File: src/rtl/cpu_clk_stretch_ctrl_pkg.sv
// rtl/cpu_clk_stretch_ctrl_pkg.sv - shared types, widths and speed-select helper
// for the 65816 phi2 clock-stretch controller.
package cpu_clk_stretch_ctrl_pkg;

  localparam int CNT_W = 4;
  localparam int DIP_W = 2;

  typedef enum logic [4:0] {
    FAST_LO    = 5'b00001,
    FAST_HI    = 5'b00010,
    WAIT_ALIGN = 5'b00100,
    HOST_HI    = 5'b01000,
    HOST_HOLD  = 5'b10000
  } state_e;

  function automatic logic [CNT_W-1:0] sel_half(input logic [DIP_W-1:0] sel,
                                                input int h0, input int h1,
                                                input int h2, input int h3);
    int h;
    case (sel)
      2'b00:   h = h0;
      2'b01:   h = h1;
      2'b10:   h = h2;
      default: h = h3;
    endcase
    return h[CNT_W-1:0];
  endfunction

endpackage

File: src/rtl/cpu_clk_stretch_ctrl_if.sv
// rtl/cpu_clk_stretch_ctrl_if.sv - host/CPU clocking signals between the board
// side (master) and the stretch controller (slave).
interface cpu_clk_stretch_ctrl_if;
  import cpu_clk_stretch_ctrl_pkg::*;

  logic             host_phi0;
  logic [DIP_W-1:0] dip;
  logic             host_req;
  logic             cpu_phi2;
  logic             host_cycle;
  logic             host_timeout;

  modport master (
    output host_phi0, dip, host_req,
    input  cpu_phi2, host_cycle, host_timeout
  );

  modport slave (
    input  host_phi0, dip, host_req,
    output cpu_phi2, host_cycle, host_timeout
  );

endinterface

File: src/rtl/cpu_clk_stretch_ctrl_sync_ff.sv
// rtl/cpu_clk_stretch_ctrl_sync_ff.sv - multi-flop synchroniser with async reset,
// brings host_phi0 into the hsclk domain.
module sync_ff #(
  parameter int STAGES = 2
) (
  input  logic clk,
  input  logic rst,
  input  logic d_i,
  output logic q_o
);

  logic [STAGES-1:0] sync_q;

  always_ff @(posedge clk or posedge rst) begin
    if (rst) sync_q <= '0;
    else     sync_q <= {sync_q[STAGES-2:0], d_i};
  end

  assign q_o = sync_q[STAGES-1];

endmodule

File: src/rtl/cpu_clk_stretch_ctrl.sv
// rtl/cpu_clk_stretch_ctrl.sv - generates cpu_phi2 from hsclk at a DIP-selected
// fast rate, stretching and aligning it to host phi0 for host-bus cycles.
module cpu_clk_stretch_ctrl
  import cpu_clk_stretch_ctrl_pkg::*;
#(
  parameter int SYNC_STAGES = 2,
  parameter int HALF0       = 1,
  parameter int HALF1       = 2,
  parameter int HALF2       = 3,
  parameter int HALF3       = 4,
  parameter int HOLD        = 1,
  parameter int TIMEOUT     = 64
) (
  input logic                   hsclk,
  input logic                   rst,
  cpu_clk_stretch_ctrl_if.slave bus
);

  localparam int     WD_W      = $clog2(TIMEOUT + 1);
  localparam state_e HOLD_NEXT = (HOLD == 0) ? FAST_LO : HOST_HOLD;
  localparam logic   HOLD_HC   = (HOLD != 0);

  state_e           state_q;
  logic [CNT_W-1:0] cnt_q;
  logic [CNT_W-1:0] half_q;
  logic             first_q;
  logic [WD_W-1:0]  wd_q;
  logic             phi0_dly_q;
  logic             phi2_q;
  logic             hc_q;
  logic             to_q;

  logic             phi0_s;
  logic             rise;
  logic             fall;
  logic [CNT_W-1:0] dip_half;
  logic [CNT_W-1:0] half_eff;
  logic [CNT_W-1:0] cnt_inc;
  logic [WD_W-1:0]  wd_inc;
  logic             phase_end;
  logic             hold_end;
  logic             wd_fire;

  sync_ff #(.STAGES(SYNC_STAGES)) u_phi0_sync (
    .clk (hsclk),
    .rst (rst),
    .d_i (bus.host_phi0),
    .q_o (phi0_s)
  );

  assign rise = phi0_s & ~phi0_dly_q;
  assign fall = ~phi0_s & phi0_dly_q;

  // The very first low phase after reset has no latched speed yet, so it uses the DIP directly.
  assign dip_half  = sel_half(bus.dip, HALF0, HALF1, HALF2, HALF3);
  assign half_eff  = first_q ? dip_half : half_q;
  assign cnt_inc   = cnt_q + 1'b1;
  assign wd_inc    = wd_q + 1'b1;
  assign phase_end = (cnt_inc == half_eff);
  assign hold_end  = (cnt_inc == CNT_W'(HOLD));
  assign wd_fire   = (wd_inc == WD_W'(TIMEOUT));

  always_ff @(posedge hsclk or posedge rst) begin
    if (rst) begin
      state_q    <= FAST_LO;
      cnt_q      <= '0;
      half_q     <= CNT_W'(HALF0);
      first_q    <= 1'b1;
      wd_q       <= '0;
      phi0_dly_q <= 1'b0;
      phi2_q     <= 1'b0;
      hc_q       <= 1'b0;
      to_q       <= 1'b0;
    end else begin
      phi0_dly_q <= phi0_s;
      case (state_q)
        FAST_LO: begin
          if (first_q) begin
            half_q  <= dip_half;
            first_q <= 1'b0;
          end
          if (phase_end) begin
            cnt_q <= '0;
            if (bus.host_req) begin
              state_q <= WAIT_ALIGN;
              hc_q    <= 1'b1;
              wd_q    <= '0;
            end else begin
              state_q <= FAST_HI;
              phi2_q  <= 1'b1;
            end
          end else begin
            cnt_q <= cnt_inc;
          end
        end
        FAST_HI: begin
          if (phase_end) begin
            cnt_q   <= '0;
            state_q <= FAST_LO;
            phi2_q  <= 1'b0;
            half_q  <= dip_half;
          end else begin
            cnt_q <= cnt_inc;
          end
        end
        WAIT_ALIGN: begin
          // An edge already seen before entry never triggers: only a fresh rise aligns.
          if (rise) begin
            state_q <= HOST_HI;
            phi2_q  <= 1'b1;
            wd_q    <= '0;
          end else if (fall) begin
            wd_q <= '0;
          end else if (wd_fire) begin
            wd_q    <= wd_inc;
            to_q    <= 1'b1;
            state_q <= HOLD_NEXT;
            hc_q    <= HOLD_HC;
            cnt_q   <= '0;
          end else begin
            wd_q <= wd_inc;
          end
        end
        HOST_HI: begin
          if (fall || (!rise && wd_fire)) begin
            if (!fall) to_q <= 1'b1;
            wd_q    <= fall ? '0 : wd_inc;
            state_q <= HOLD_NEXT;
            phi2_q  <= 1'b0;
            hc_q    <= HOLD_HC;
            cnt_q   <= '0;
          end else if (rise) begin
            wd_q <= '0;
          end else begin
            wd_q <= wd_inc;
          end
        end
        HOST_HOLD: begin
          if (hold_end) begin
            state_q <= FAST_LO;
            hc_q    <= 1'b0;
            cnt_q   <= '0;
          end else begin
            cnt_q <= cnt_inc;
          end
        end
        default: begin
          state_q <= FAST_LO;
          cnt_q   <= '0;
          phi2_q  <= 1'b0;
          hc_q    <= 1'b0;
        end
      endcase
    end
  end

  assign bus.cpu_phi2     = phi2_q;
  assign bus.host_cycle   = hc_q;
  assign bus.host_timeout = to_q;

endmodule
File: src/flat_wrapper.sv
// flat-port wrapper written by rule: the top's interface ports become plain ports
module cpu_clk_stretch_ctrl_flat import cpu_clk_stretch_ctrl_pkg::*;
#(
  parameter int SYNC_STAGES = 2,
  parameter int HALF0       = 1,
  parameter int HALF1       = 2,
  parameter int HALF2       = 3,
  parameter int HALF3       = 4,
  parameter int HOLD        = 1,
  parameter int TIMEOUT     = 64
)
  (hsclk, rst, bus_host_phi0, bus_dip, bus_host_req, bus_cpu_phi2, bus_host_cycle, bus_host_timeout);
  cpu_clk_stretch_ctrl_if bus_i ();
  input logic hsclk;
  input logic rst;
  input wire logic [$bits(bus_i.host_phi0)-1:0] bus_host_phi0;
  input wire logic [$bits(bus_i.dip)-1:0] bus_dip;
  input wire logic [$bits(bus_i.host_req)-1:0] bus_host_req;
  output wire logic [$bits(bus_i.cpu_phi2)-1:0] bus_cpu_phi2;
  output wire logic [$bits(bus_i.host_cycle)-1:0] bus_host_cycle;
  output wire logic [$bits(bus_i.host_timeout)-1:0] bus_host_timeout;
  assign bus_i.host_phi0 = bus_host_phi0;
  assign bus_i.dip = bus_dip;
  assign bus_i.host_req = bus_host_req;
  assign bus_cpu_phi2 = bus_i.cpu_phi2;
  assign bus_host_cycle = bus_i.host_cycle;
  assign bus_host_timeout = bus_i.host_timeout;
  cpu_clk_stretch_ctrl #(.SYNC_STAGES(SYNC_STAGES), .HALF0(HALF0), .HALF1(HALF1), .HALF2(HALF2), .HALF3(HALF3), .HOLD(HOLD), .TIMEOUT(TIMEOUT)) u_core (.hsclk(hsclk), .rst(rst), .bus(bus_i));
endmodule
File: config.mk
export PLATFORM = sky130hd
export DESIGN_NAME = cpu_clk_stretch_ctrl_flat
export DESIGN_NICKNAME = d
export VERILOG_FILES = /design/src/rtl/cpu_clk_stretch_ctrl_pkg.sv /design/src/rtl/cpu_clk_stretch_ctrl_if.sv /design/src/rtl/cpu_clk_stretch_ctrl_sync_ff.sv /design/src/rtl/cpu_clk_stretch_ctrl.sv /design/src/flat_wrapper.sv
export SDC_FILE = /design/constraint.sdc
export NUM_CORES = 1
export LEC_CHECK = 0
export ABC_AREA = 1
export BUFFER_PORTS_ARGS = -buffer_cell sky130_fd_sc_hd__buf_2
export CAP_MARGIN = 15
export CORE_UTILIZATION = 43
export DETAILED_ROUTE_END_ITERATION = 8
export PLACE_DENSITY = 0.69
export SLEW_MARGIN = 10
export SYNTH_ARGS = -nofsm -noshare
export SYNTH_HDL_FRONTEND = slang
export SYNTH_SLANG_ARGS = --single-unit
File: constraint.sdc
create_clock -name hsclk -period 3.43 [get_ports hsclk]
set_clock_uncertainty 0.15 [all_clocks]
set_input_delay 0.686 -clock hsclk [delete_from_list [all_inputs] [get_ports hsclk]]
set_output_delay 0.686 -clock hsclk [all_outputs]
set_load 0.02 [all_outputs]
Yosys cells after proc, flatten, opt, wreduce, memory -nomap -nowiden
Cells that the tools add are included.
W data, S select, Z words.
{ "word_totals": {"reg_bits": 27, "latchBits": 0, "ram_bits": 0, "rom_bits": 0, "inputBits": 6, "output_inout_bits": 3, "wordCells": 100, "n_memories": 0} }
{ "op_classes": {"n_addsub": 2, "n_mul": 0, "div_mod_pow": 0, "n_lt_le_gt_ge": 0, "eq_ne": 23, "shift": 0, "mux": 44, "n_bitwise": 6, "n_reduce_logical": 15} }
{ "op_table": {"columns": ["operator", "n"], "rows": [
  ["$mux W7", 6],
  ["$mux W5", 7],
  ["$mux W4", 8],
  ["$pmux W5 S5", 1],
  ["$pmux W7 S3", 1],
  ["$reduce_and A6 Y1", 3],
  ["$pmux W4 S4", 1],
  ["$mux W1", 14],
  ["$ne A2 B1 Y1 const B", 6],
  ["$ne A2 B2 Y1 const B", 5],
  ["$pmux W1 S5", 2],
  ["$pmux W3 S3", 1],
  ["$pmux W4 S2", 1],
  ["$reduce_and A8 Y1", 1],
  ["$add A7 B1 Y7 const B", 1],
  ["$eq A7 B7 Y1 const B", 1],
  ["$eq A5 B1 Y1 const B", 1],
  ["$eq A5 B2 Y1 const B", 1],
  ["$eq A5 B3 Y1 const B", 1],
  ["$eq A5 B4 Y1 const B", 1],
  ["$eq A5 B5 Y1 const B", 1],
  ["$add A4 B1 Y4 const B", 1],
  ["$eq A4 B1 Y1 const B", 1],
  ["$eq A4 B4 Y1", 1],
  ["other kinds (18)", 23]
]} }

Longest topological paths before layout
{ "depth": {"word_depth": 7, "depth_mapped": 15, "depth_no_buf": 15} }

Hierarchy
A second synthesis with hierarchy kept.
{ "unflattened": {"cells_unflattened": 217, "area_unflattened_um2": 1650.3} }
{ "by_module_without_submodules": {"columns": ["mod", "n_inst", "cells_per_inst", "area_per_inst_um2"], "rows": [
  ["cpu_clk_stretch_ctrl", 1, 214, 1596.5],
  ["sync_ff", 1, 3, 53.8]
]} }

Worst setup path after synthesis
No wires, ideal clock.
{ "synth_timing": {"kind": "input to register", "from": "in bus_dip[0]", "to": "reg u_core.hc_q, in the netlist u_core.bus.host_cycle", "setup_time_ns": 0.117, "arrival_time_ns": 1.859, "t_required_ns": 3.163, "slack_ns": 1.304, "stages": 14, "n_path_buf": 0, "path_cell_list": "inv_1 ha_1 nand2_1 nand2_1 nand2_1 nand2_1 nor2_1 nand3_1 nand2_1 nand2_1 nor2_1 nand2_1 nand2_1 nand2_1"} }
{ "synth_via": {"elab_chain_len": 6} }
{ "synth_rtl": {"columns": ["element", "line", "source"], "rows": [
  ["from (decl)", "flat_wrapper.sv:17", "input wire logic [$bits(bus_i.dip)-1:0] bus_dip;"],
  ["$eq A2 B2 Y1, or another cell as far along", "cpu_clk_stretch_ctrl_pkg.sv:20", "case (sel)"],
  ["$pmux W3 S3 *", "cpu_clk_stretch_ctrl_pkg.sv:20", null],
  ["$mux W4 *", null, null],
  ["$eq A4 B4 Y1 *", "cpu_clk_stretch_ctrl.sv:59", "assign phase_end = (cnt_inc == half_eff);"],
  ["$ne A2 B1 Y1 (no line) *", null, null],
  ["$reduce_and A8 Y1 (no line) *", null, null],
  ["to (signal assigned)", "cpu_clk_stretch_ctrl.sv:72", "hc_q <= 1'b0;"],
  ["to (signal assigned)", "cpu_clk_stretch_ctrl.sv:86", "hc_q <= 1'b1;"],
  ["to (signal assigned)", "cpu_clk_stretch_ctrl.sv:118", "hc_q <= HOLD_HC;"],
  ["to (decl)", "cpu_clk_stretch_ctrl.sv:30", "logic hc_q;"]
]} }
Mark *: on every way between the ends. The rest lies on a longest branch, timed or not.
A chain may end at the register's enable or synchronous reset.

Worst setup path in the final report
Ends and elaborated chain as after synthesis.

==> impl_metrics.csv <==
group,metric,value,unit
clock_network,root_buffer,"clkbuf_8",
finish,fin_nets,275,
yosys,synthAdderAreaFrac,5.05,%
global_route,antenna_found_initial,0,
clock_network,clkSinkCount,27,
status,status,"complete, no violations",
critical_path,rr_worst_depth,13,
route,vias,1461,
yosys,ys_async_sr_fraction,100,%
power_and_ir_drop,pwr-share-clk,15.2,%
clock_network,postCtsHoldBufs,0,
clock_network,path_clk_slew,0.09,ns
power_and_ir_drop,internal-power,0.000668,W
floorplanning,die-area,4290,um2
yosys,netlist.area_leader.share,34.7,%
yosys,synth_compound_area_share,8.23,%
power_and_ir_drop,leakage,1.04,nW
finish,drive_above_1_share,13.0,%
critical_path,timing.rr.end,"u_core.bus.host_cycle$_DFFE_PP0P_",
finish,final_area,1910,um2
global_route,grt_pass1_wl,5.89,mm
timing,relSlewSlack,65.5,%
critical_path,arrival,2.20,ns
timing,rsz0062_at_grt,"no",
critical_path,crit_path_end_kind,"register",
critical_path,r2r-start,"u_core.cnt_q[0]$_DFFE_PP0P_",
finish,final_cells,309,
clock_network,cts_setup_buffers,0,
critical_path,worst_setup_path_start_kind,"primary input",
yosys,avgSynthCellArea,6.99,um2
min_path,hp-class,"register to register",
timing,fin_crit_sh,63.3,%
yosys,yosys.area.top_type,"dfrtp_1",
global_route,grt.total_usage,18.1,%
power_and_ir_drop,powerDensity,641,nW/um2
place,place_ws,0.984,ns
flow_run,maxCapViolCount,0,
timing,finalHoldViolCount,0,
power_and_ir_drop,switchingPower,0.000553,W
power_and_ir_drop,vdd_drop_max,0.397,mV
yosys,synthTopCellsByArea,"dfrtp_1 35%, nand2_1 19%, inv_1 8.7%",
yosys,yosys_warnings,0,
critical_path,r2r_slack,1.29,ns
yosys,synth_nets,261,
finish,antenna_cells,0,
floorplanning,rows,22,
place,hpwl,2.55,mm
floorplanning,dieHeight,65.5,um
critical_path,cp.required,3.46,ns
finish,nFillCells,372,
timing,slew_violations,0,
yosys,syn_inst,248,
min_path,hp-start,"u_core.u_phi0_sync.sync_q[0]$_DFF_PP0_",
timing,setup_slack,1.26,ns
route,ant_nets,0,
yosys,synth-edff-count,0,
route,wl_met3,109,um
critical_path,path_max_fanout,5,
yosys,ys_ff_latch,27,
clock_network,clock_latency,0.28,ns
yosys,synth-xor-area-share,0.505,%
timing,fin_crit,2.17,ns
route,drtIter0Drc,80,
timing,tightestPinTransition,0.517,ns
power_and_ir_drop,pwr-share-seq,37.6,%
yosys,synth_top_family_by_area,"simple AND/OR/NAND/NOR gates",
route,wirelength,3.36,mm
route,firstDrtPassIters,4,
power_and_ir_drop,combPwrFrac,47.1,%
yosys,synth-simple-area-share,38.1,%
route,wire_per_inst,10.9,um
place,placed_area,1830,um2
power_and_ir_drop,power.total,0.00122,W
min_path,worstHoldEndpoint,"u_core.u_phi0_sync.sync_q[1]$_DFF_PP0_",
yosys,synth_flop_cell,"dfrtp_1",
yosys,ys_seq_area_share,39.2,%
yosys,synthesis.area,1730,um2
floorplanning,coreArea,3770,um2
route,top_layer_used,"met4",
floorplanning,ios,9,
global_route,grt_max_degree,28,
place,routabilityCongestion,0.842,
route,via_per_inst,4.73,
min_path,holdPathStages,0,
place,portBuffers,8,
timing,fmax,461,MHz
timing,fin_setup_tns,0,ns
clock_network,clockBufferDepth,2,
floorplanning,start_util,46.0,%
clock_network,cts_tree,"yes",
finish,syn_to_final_growth,10.0,%
global_route,grt_overflow,0,
clock_network,cts.repair.resized,0,
critical_path,crit_type,"primary input to register",
yosys,synth_mux_area_share,0,%
timing,setup_viol,0,
floorplanning,dieWidth,65.5,um
global_route,grt_pass1_vias,1312,
clock_network,h-tree-depth,1,
route,wl_met1,1.77,mm
route,wl_met2,1.40,mm
clock_network,cts_made_buffers,3,
yosys,netlist-cell-type-count,23,
route,drc,0,
power_and_ir_drop,switching_share,45.3,%
place,dp.cells,304,
## layer usage
layer	up-vias	GRT usage, %
met5	-	0
met4	0	8.15
met3	7	2.78
met2	24	25.5
met1	625	26.8
li1	805	-
## critical path, cell delays in order
cell	delay [ns]
buf_2	0.09
inv_1	0.06
ha_1	0.30
nand2_1	0.10
nand2_1	0.06
nand2_1	0.05
nand2_1	0.04
nor2_1	0.10
nand3_1	0.12
nand2_1	0.11
nand2_1	0.14
nor2_1	0.15
nand2_1	0.07
nand2_1	0.06
nand2_1	0.05
## sequential cells by signal, summed over array words and instances, names as in the netlist
| name | cells |
|---|---|
| u_core.u_phi0_sync.sync_q | 2 |
| u_core.half_q | 4 |
| u_core.state_q | 5 |
| u_core.bus.cpu_phi2 | 1 |
| u_core.cnt_q | 4 |
| u_core.wd_q | 7 |
| u_core.bus.host_timeout | 1 |
| u_core.first_q | 1 |
| u_core.bus.host_cycle | 1 |
| u_core.phi0_dly_q | 1 |
## cells by family (layout without fill, tap and decap cells)
group                    count (synthesis)  count (layout)
flip-flops                              27              27
buffers and inverters                   41              54
XOR/XNOR                                 1               1
AO/OA/AOI/OAI                           24              24
adder cells (fa/ha/maj)                  7               7
AND/OR/NAND/NOR                        148             148
## power groups by stage
stage	Sequential (W)	Combinational [W]	Clock (W)
5_1_grt	0.000471	0.000658	0.000203
3_5_place_dp	0.000466	0.000569	0
2_1_floorplan	0.000474	0.000424	0
6_report	0.000460	0.000576	0.000186
3_3_place_gp	0.000465	0.000562	0
4_1_cts	0.000459	0.000573	0.000193
## layout by cell type, fill, tap and decap left out, types with 2 or more instances in the layout
cell / count
o21ai_2: 2
nor2_2: 3
nand2_1: 89
nand4_1: 7
o21ai_1: 5
nand2_2: 6
ha_1: 7
dfrtp_1: 24
dfstp_2: 3
inv_1: 40
clkbuf_8: 3
buf_2: 8
nor2_1: 15
o21ai_0: 13
nor2_4: 3
nand3_1: 22
## worst max path at each step
stage | endpoint | depth (start not counted) | from
3_5_place_dp | u_core.bus.host_cycle$_DFFE_PP0P_ | 15 | bus_dip[0]
3_3_place_gp | u_core.bus.host_cycle$_DFFE_PP0P_ | 15 | bus_dip[0]
2_1_floorplan | u_core.bus.host_cycle$_DFFE_PP0P_ | 14 | bus_dip[0]
4_1_cts | u_core.bus.host_cycle$_DFFE_PP0P_ | 15 | bus_dip[0]
5_1_grt | u_core.bus.host_cycle$_DFFE_PP0P_ | 15 | bus_dip[0]
6_report | u_core.bus.host_cycle$_DFFE_PP0P_ | 15 | bus_dip[0]
## cell type report
cell class / count / area, um2 / share of cell area [%]
Sequential cell: 27 / 679 / 35.6
Clock inverter: 1 / 5.00 / 0.262
Clock buffer: 3 / 41.3 / 2.17
Multi-Input combinational cell: 180 / 900 / 47.2
Tap cell: 48 / 60.1 / 3.15
Timing Repair Buffer: 9 / 67.6 / 3.54
Inverter: 41 / 154 / 8.07
## cells in the mapped netlist (3+ instances only)
cell     number
nor2_2        3
nand4_1       7
ha_1          7
nor2_1       15
o21ai_1       5
o21ai_0      13
nand3_1      22
dfrtp_1      24
inv_1        40
nor2_4        3
dfstp_2       3
nand2_2       6
nand2_1      89
## stage by stage
stage,hold WS [ns],utilization [%]
final,0.211,50.6
after global routing,0.227,50.6
after CTS,0.214,49.8
after detailed placement,0.192,48.6
after global placement,0.185,48.6
after floorplan,0.181,-
Note: power is estimated with default switching activity, not from simulation.
